`config.mk`:
```
export PLATFORM = sky130hd
export DESIGN_NAME = ofdm_preamble_insert
export DESIGN_NICKNAME = d
export VERILOG_FILES = /design/src/rtl/ofdm_preamble_insert.sv
export SDC_FILE = /design/constraint.sdc
export NUM_CORES = 1
export LEC_CHECK = 0
export CORE_ASPECT_RATIO = 1.25
export CORE_MARGIN = 2
export CORE_UTILIZATION = 42
export CTS_CLUSTER_DIAMETER = 80
export DETAILED_ROUTE_END_ITERATION = 6
export PLACE_DENSITY = 0.77
export SYNTH_ARGS = -nofsm -noshare
export SYNTH_HDL_FRONTEND = slang
export SYNTH_SLANG_ARGS = --single-unit
```
`constraint.sdc`:
```
create_clock -name i_clk -period 1.8 [get_ports i_clk]
set_input_delay 0.27 -clock i_clk [delete_from_list [all_inputs] [get_ports i_clk]]
set_output_delay 0.27 -clock i_clk [all_outputs]
set_load 0.05 [all_outputs]
```
`src/rtl/ofdm_preamble_insert.sv`:
```
// OFDM transmit framer: one constant training symbol, then data symbols.
// Optional guard gap after the preamble: define OFDM_PREAMBLE_GUARD_EN.
module ofdm_preamble_insert #(
  parameter int DATA_SIZE    = 16,
  parameter int FFT_SIZE     = 256,
  parameter int DATA_SYMBOLS = 4,
  parameter int PREAMBLE_I   = 7680,
  parameter int PREAMBLE_Q   = 7680,
  parameter int GUARD_LEN    = 16
) (
  input  logic                 i_clk,
  input  logic                 i_reset,
  input  logic [DATA_SIZE-1:0] i_data_i,
  input  logic [DATA_SIZE-1:0] i_data_q,
  input  logic                 i_valid,
  output logic                 o_wayt_data,
  input  logic                 i_sync_frame,
  output logic [DATA_SIZE-1:0] o_data_i,
  output logic [DATA_SIZE-1:0] o_data_q,
  output logic                 o_valid,
  output logic                 o_preamble,
  output logic                 o_frame_start,
  input  logic                 i_wayt_data
);

  localparam int PW = $clog2(FFT_SIZE);
  localparam int DW = $clog2(DATA_SYMBOLS * FFT_SIZE);

  localparam logic [PW-1:0] P_LAST = PW'(FFT_SIZE - 1);
  localparam logic [DW-1:0] D_LAST = DW'(DATA_SYMBOLS * FFT_SIZE - 1);

  localparam logic [DATA_SIZE-1:0] PRE_I = DATA_SIZE'(PREAMBLE_I);
  localparam logic [DATA_SIZE-1:0] PRE_Q = DATA_SIZE'(PREAMBLE_Q);

`ifdef OFDM_PREAMBLE_GUARD_EN
  localparam int GW = (GUARD_LEN > 1) ? $clog2(GUARD_LEN) : 1;
  localparam logic [GW-1:0] G_LAST = GW'(GUARD_LEN - 1);

  typedef enum logic [1:0] {
    IDLE     = 2'd0,
    PREAMBLE = 2'd1,
    DATA     = 2'd2,
    GUARD    = 2'd3
  } state_t;

  logic [GW-1:0] gcnt;
`else
  typedef enum logic [1:0] {
    IDLE     = 2'd0,
    PREAMBLE = 2'd1,
    DATA     = 2'd2
  } state_t;
`endif

  state_t        state;
  logic [PW-1:0] pcnt;
  logic [DW-1:0] dcnt;

  logic free;
  logic in_xfer;

  assign free    = !o_valid || !i_wayt_data;
  assign in_xfer = i_valid && !o_wayt_data;

  // Upstream is only accepted in DATA, when the output register can take it.
  always_comb begin
    o_wayt_data = 1'b1;
    if (!i_sync_frame && state == DATA)
      o_wayt_data = o_valid && i_wayt_data;
  end

  // Frame sequencer and registered output stage.
  always_ff @(posedge i_clk) begin
    if (!i_reset) begin
      state         <= IDLE;
      pcnt          <= '0;
      dcnt          <= '0;
`ifdef OFDM_PREAMBLE_GUARD_EN
      gcnt          <= '0;
`endif
      o_valid       <= 1'b0;
      o_data_i      <= '0;
      o_data_q      <= '0;
      o_preamble    <= 1'b0;
      o_frame_start <= 1'b0;
    end else begin
      if (free)
        o_valid <= 1'b0;

      if (i_sync_frame) begin
        state <= PREAMBLE;
        pcnt  <= '0;
        dcnt  <= '0;
`ifdef OFDM_PREAMBLE_GUARD_EN
        gcnt  <= '0;
`endif
      end else begin
        case (state)
          IDLE: begin
            if (i_valid)
              state <= PREAMBLE;
          end

          PREAMBLE: begin
            if (free) begin
              o_valid       <= 1'b1;
              o_data_i      <= PRE_I;
              o_data_q      <= PRE_Q;
              o_preamble    <= 1'b1;
              o_frame_start <= (pcnt == '0);
              if (pcnt == P_LAST) begin
                pcnt  <= '0;
`ifdef OFDM_PREAMBLE_GUARD_EN
                state <= GUARD;
`else
                state <= DATA;
`endif
              end else begin
                pcnt <= pcnt + 1'b1;
              end
            end
          end

`ifdef OFDM_PREAMBLE_GUARD_EN
          GUARD: begin
            if (free) begin
              o_valid       <= 1'b1;
              o_data_i      <= '0;
              o_data_q      <= '0;
              o_preamble    <= 1'b0;
              o_frame_start <= 1'b0;
              if (gcnt == G_LAST) begin
                gcnt  <= '0;
                state <= DATA;
              end else begin
                gcnt <= gcnt + 1'b1;
              end
            end
          end
`endif

          DATA: begin
            if (in_xfer) begin
              o_valid       <= 1'b1;
              o_data_i      <= i_data_i;
              o_data_q      <= i_data_q;
              o_preamble    <= 1'b0;
              o_frame_start <= 1'b0;
              if (dcnt == D_LAST) begin
                dcnt  <= '0;
                state <= IDLE;
              end else begin
                dcnt <= dcnt + 1'b1;
              end
            end
          end

          default: state <= IDLE;
        endcase
      end
    end
  end

endmodule

```
==> flow_metrics.py <==
metrics = {
    "yosys": {
        "avgSynthCellArea_sq_um": 8.919,
        "ys_seq_area_share_pct": 44.09,
        "yosys_warnings": 0,
        "netlist.area_leader.share_pct": 44.09,
        "synth_cells": 280,
        "syn_nets": 324,
        "synth_top_area_cell": "dfxtp_1",
        "synth_cell_types": 42,
        "ys_ff_latch": 55,
        "syn_area_sq_mm": 0.002497,
        "ys_top_cells_by_area": "dfxtp_1 (44%), a21boi_0 (7.8%), nand3_1 (5.6%), nand2_1 (5.6%), o211a_1 (3.6%)",
    },
    "worst_setup_path": {
        "reg2reg_from": "pcnt[0]",
        "cpPeakStageDelay_ns": 0.83,
        "critPathRequiredTime_ns": 1.53,
        "start_kind": "flop",
        "endpoint_kind": "output port",
        "r2r.worst_path.cells": 5,
        "crit_type": "flop to output port",
        "r2r_setup_slack_ns": 0.11,
        "cp_top_family": "buffers and inverters",
        "path_buf_inv": 1,
        "critPathMaxFanout": 2,
        "crit_slowest_cell": "clkdlybuf4s50_1",
        "arrival_ns": 1.48,
        "r2r_end": "state[1]",
        "crit_chain": "clkdlybuf4s50_1",
    },
    "floorplanning": {
        "die_area_sq_mm": 0.006583,
        "ios": 73,
        "die_h_um": 90.22,
        "fp.dieW_um": 72.97,
        "num_rows": 31,
        "core-area_sq_mm": 0.005779,
        "initial_core_util_pct": 43.21,
    },
    "clock_tree": {
        "cts_setup_buffers": 0,
        "cts_tree": "yes",
        "cts-root-buf": "clkbuf_8",
        "cts.sinks": 55,
        "cts.clk_slew.worst_paths_ns": 0.09,
        "cts_buffers": 5,
        "worstSkewPairLatency_ns": 0.29,
        "cts_max_level": 2,
        "hold_buffers": 0,
        "clockBufferDepth": 2,
    },
    "routing": {
        "ant_nets": 0,
        "drc_errors": 0,
        "drt-total-wl_um": 6146,
        "vias": 2299,
        "firstDrtPassIters": 5,
        "wl_per_cell_um": 14.23,
        "vias_per_cell": 5.322,
        "drt_iter0_drc": 141,
    },
    "worst_hold_path": {
        "hp-class": "flop to flop",
        "hold_start": "o_data_i[14]",
        "holdPathStages": 2,
        "hold_end": "o_data_i[14]",
    },
    "power_and_ir_drop": {
        "fin_total_pwr_uw": 2454,
        "p_int_uw": 1820,
        "p_comb_share_pct": 18.9,
        "p_per_area_mw_per_mm2": 687.3,
        "p_sw_share_pct": 25.84,
        "power_frac_clock_pct": 29.5,
        "ir_drop_uv": 460.3,
        "p_sw_uw": 634.1,
        "p_seq_share_pct": 51.6,
        "leakagePower_uw": 0.001324,
    },
    "global_routing": {
        "grt_pass1_wl_um": 10060,
        "grt_pass1_vias": 2192,
        "antenna_found_initial": 0,
        "grt_max_degree": 35,
        "grt_overflow": 0,
        "grt_usage_pct": 18.81,
    },
    "cells_and_area": {
        "area_growth_pct": 42.94,
        "finalNonFillerCells": 432,
        "diodes": 0,
        "fin_nets": 409,
        "layout-drive-gt1-share_pct": 14.21,
    },
    "sta": {
        "layout_min_cycle_time_ns": 1.746,
        "min_period_over_period_pct": 96.99,
        "final_hold_viol_count": 0,
        "tightest_slew_ns": 0.5354,
        "fmax_ghz": 0.5728,
        "relSlewSlack_pct": 64.19,
        "setup-violations-final": 0,
        "slew_violations": 0,
        "rsz0062_at_grt": "no",
        "fin_worst_skew_ns": 0.006268,
    },
    "place": {
        "dp_hpwl_um": 4404,
        "place.gp.congestion": 0.8372,
        "post-place-cells": 423,
        "portBuffers": 72,
    },
    "outcome": {
        "status": "completed",
    },
    "job": {
        "maxCapViolations": 0,
    },
}
## power by group through the flow
stage / Combinational (uW) / Clock, uW / Sequential, uW
detailed placement: 442 / 0 / 1290
global route: 492 / 795 / 1270
CTS: 448 / 745 / 1270
global placement: 439 / 0 / 1290
finish: 463 / 723 / 1270
floorplan: 149 / 0 / 1380
## how the worst max path moves through the flow
stage	from	to	slack, ns	cells past startpoint
2_1_floorplan	o_valid	o_data_i[14]	0.02	6
3_3_place_gp	i_wayt_data	state[1]	-0.09	5
3_5_place_dp	i_valid	state[0]	-0.13	5
4_1_cts	state[0]	o_wayt_data	0.03	6
5_1_grt	state[1]	o_data_i[8]	0.01	7
6_report	o_data_q[12]	o_data_q[12]	0.05	1
## routing by layer
| metal | wire length, um | part of all wire [%] | GRT usage [%] |
|---|---|---|---|
| met2 | 3062 | 50 | 31.06 |
| met4 | 140 | 2.3 | 6.944 |
| met3 | 281 | 4.6 | 4.821 |
| met5 | 0 | 0 | 0 |
| met1 | 2662 | 43 | 23.14 |
## flip-flops by register name, indices dropped and copies added (netlist names)
name	cells
o_data_i	16
o_data_q	16
dcnt	10
pcnt	8
state	2
o_frame_start	1
o_preamble	1
o_valid	1
## what timing repair did
| item | 4_1_cts | 5_1_grt |
|---|---|---|
| gates cloned | 0 | 1 |
| setup endpoints to repair | 27 | 31 |
| pin swaps | 0 | 0 |
| resized for setup | 5 | 4 |
## cell usage after synthesis (all sizes together)
cell type and number:
a21bo 1, o31ai 3, a31oi 1, nor4 1
a41oi 1, nand2 37, buf 11, xnor2 1
dfxtp 55, clkbuf 7, o21ba 1, nor2b 4
or3 5, a21boi 27, inv 7, ha 7
and3 3, nand3b 8, or3b 1, o211a 9
nand2b 3, nand3 29, nor3 1, o21bai 1
o31a 3, and2 3, nor2 10, nor4b 2
nand4 11, o21a 1, and4 2, o21ai 4
a21oi 10, or4b 1, xor2 9
## stage by stage
step                      instance area, sq um  worst slack, ns  setup TNS [ns]  hold WS (ns)  utilization (%)
after floorplan                           2497          0.01684               0        0.4064                -
after global placement                    3403         -0.09381         -0.4911        0.4458            58.89
after detailed placement                  3403          -0.1274          -1.417        0.4559            58.89
after CTS                                 3527          0.02948               0        0.4674            61.03
after global routing                      3570         0.009664               0        0.4899            61.77
final                                     3570          0.05424               0        0.4631            61.77
## final cells by class
class                      instances  area, sq um
clock buffer                       8        100.1
fill                             493         2210
inverter                           7        26.28
multi-input combinational        200         1326
sequential                        55         1102
tap                               66        82.58
timing repair buffer              96        932.1
## cells by family (layout without fill, tap and decap cells)
family / Yosys count / after routing / share of synthesized area (%)
xor+xnor: 10 / 10 / 3.507
buf+inv: 25 / 111 / 4.259
flops: 55 / 55 / 44.09
compound gates: 62 / 62 / 19.14
fa+ha+maj: 7 / 7 / 3.507
simple gates: 121 / 121 / 25.50
## cell usage in the layout (no fill, tap or decap), drive strengths merged, types with 4 or more instances in the layout
cell type	netlist	routed
ha	7	7
nor2	10	10
or3	5	5
clkdlybuf4s50	0	66
nor2b	4	4
xor2	9	9
nand3	29	29
nand4	11	11
nand2	37	37
inv	7	7
o211a	9	9
o21ai	4	4
a21oi	10	10
a21boi	27	27
dfxtp	55	55
nand3b	8	8
buf	11	29
clkbuf	7	9
Power figures use the tool's default switching activity.
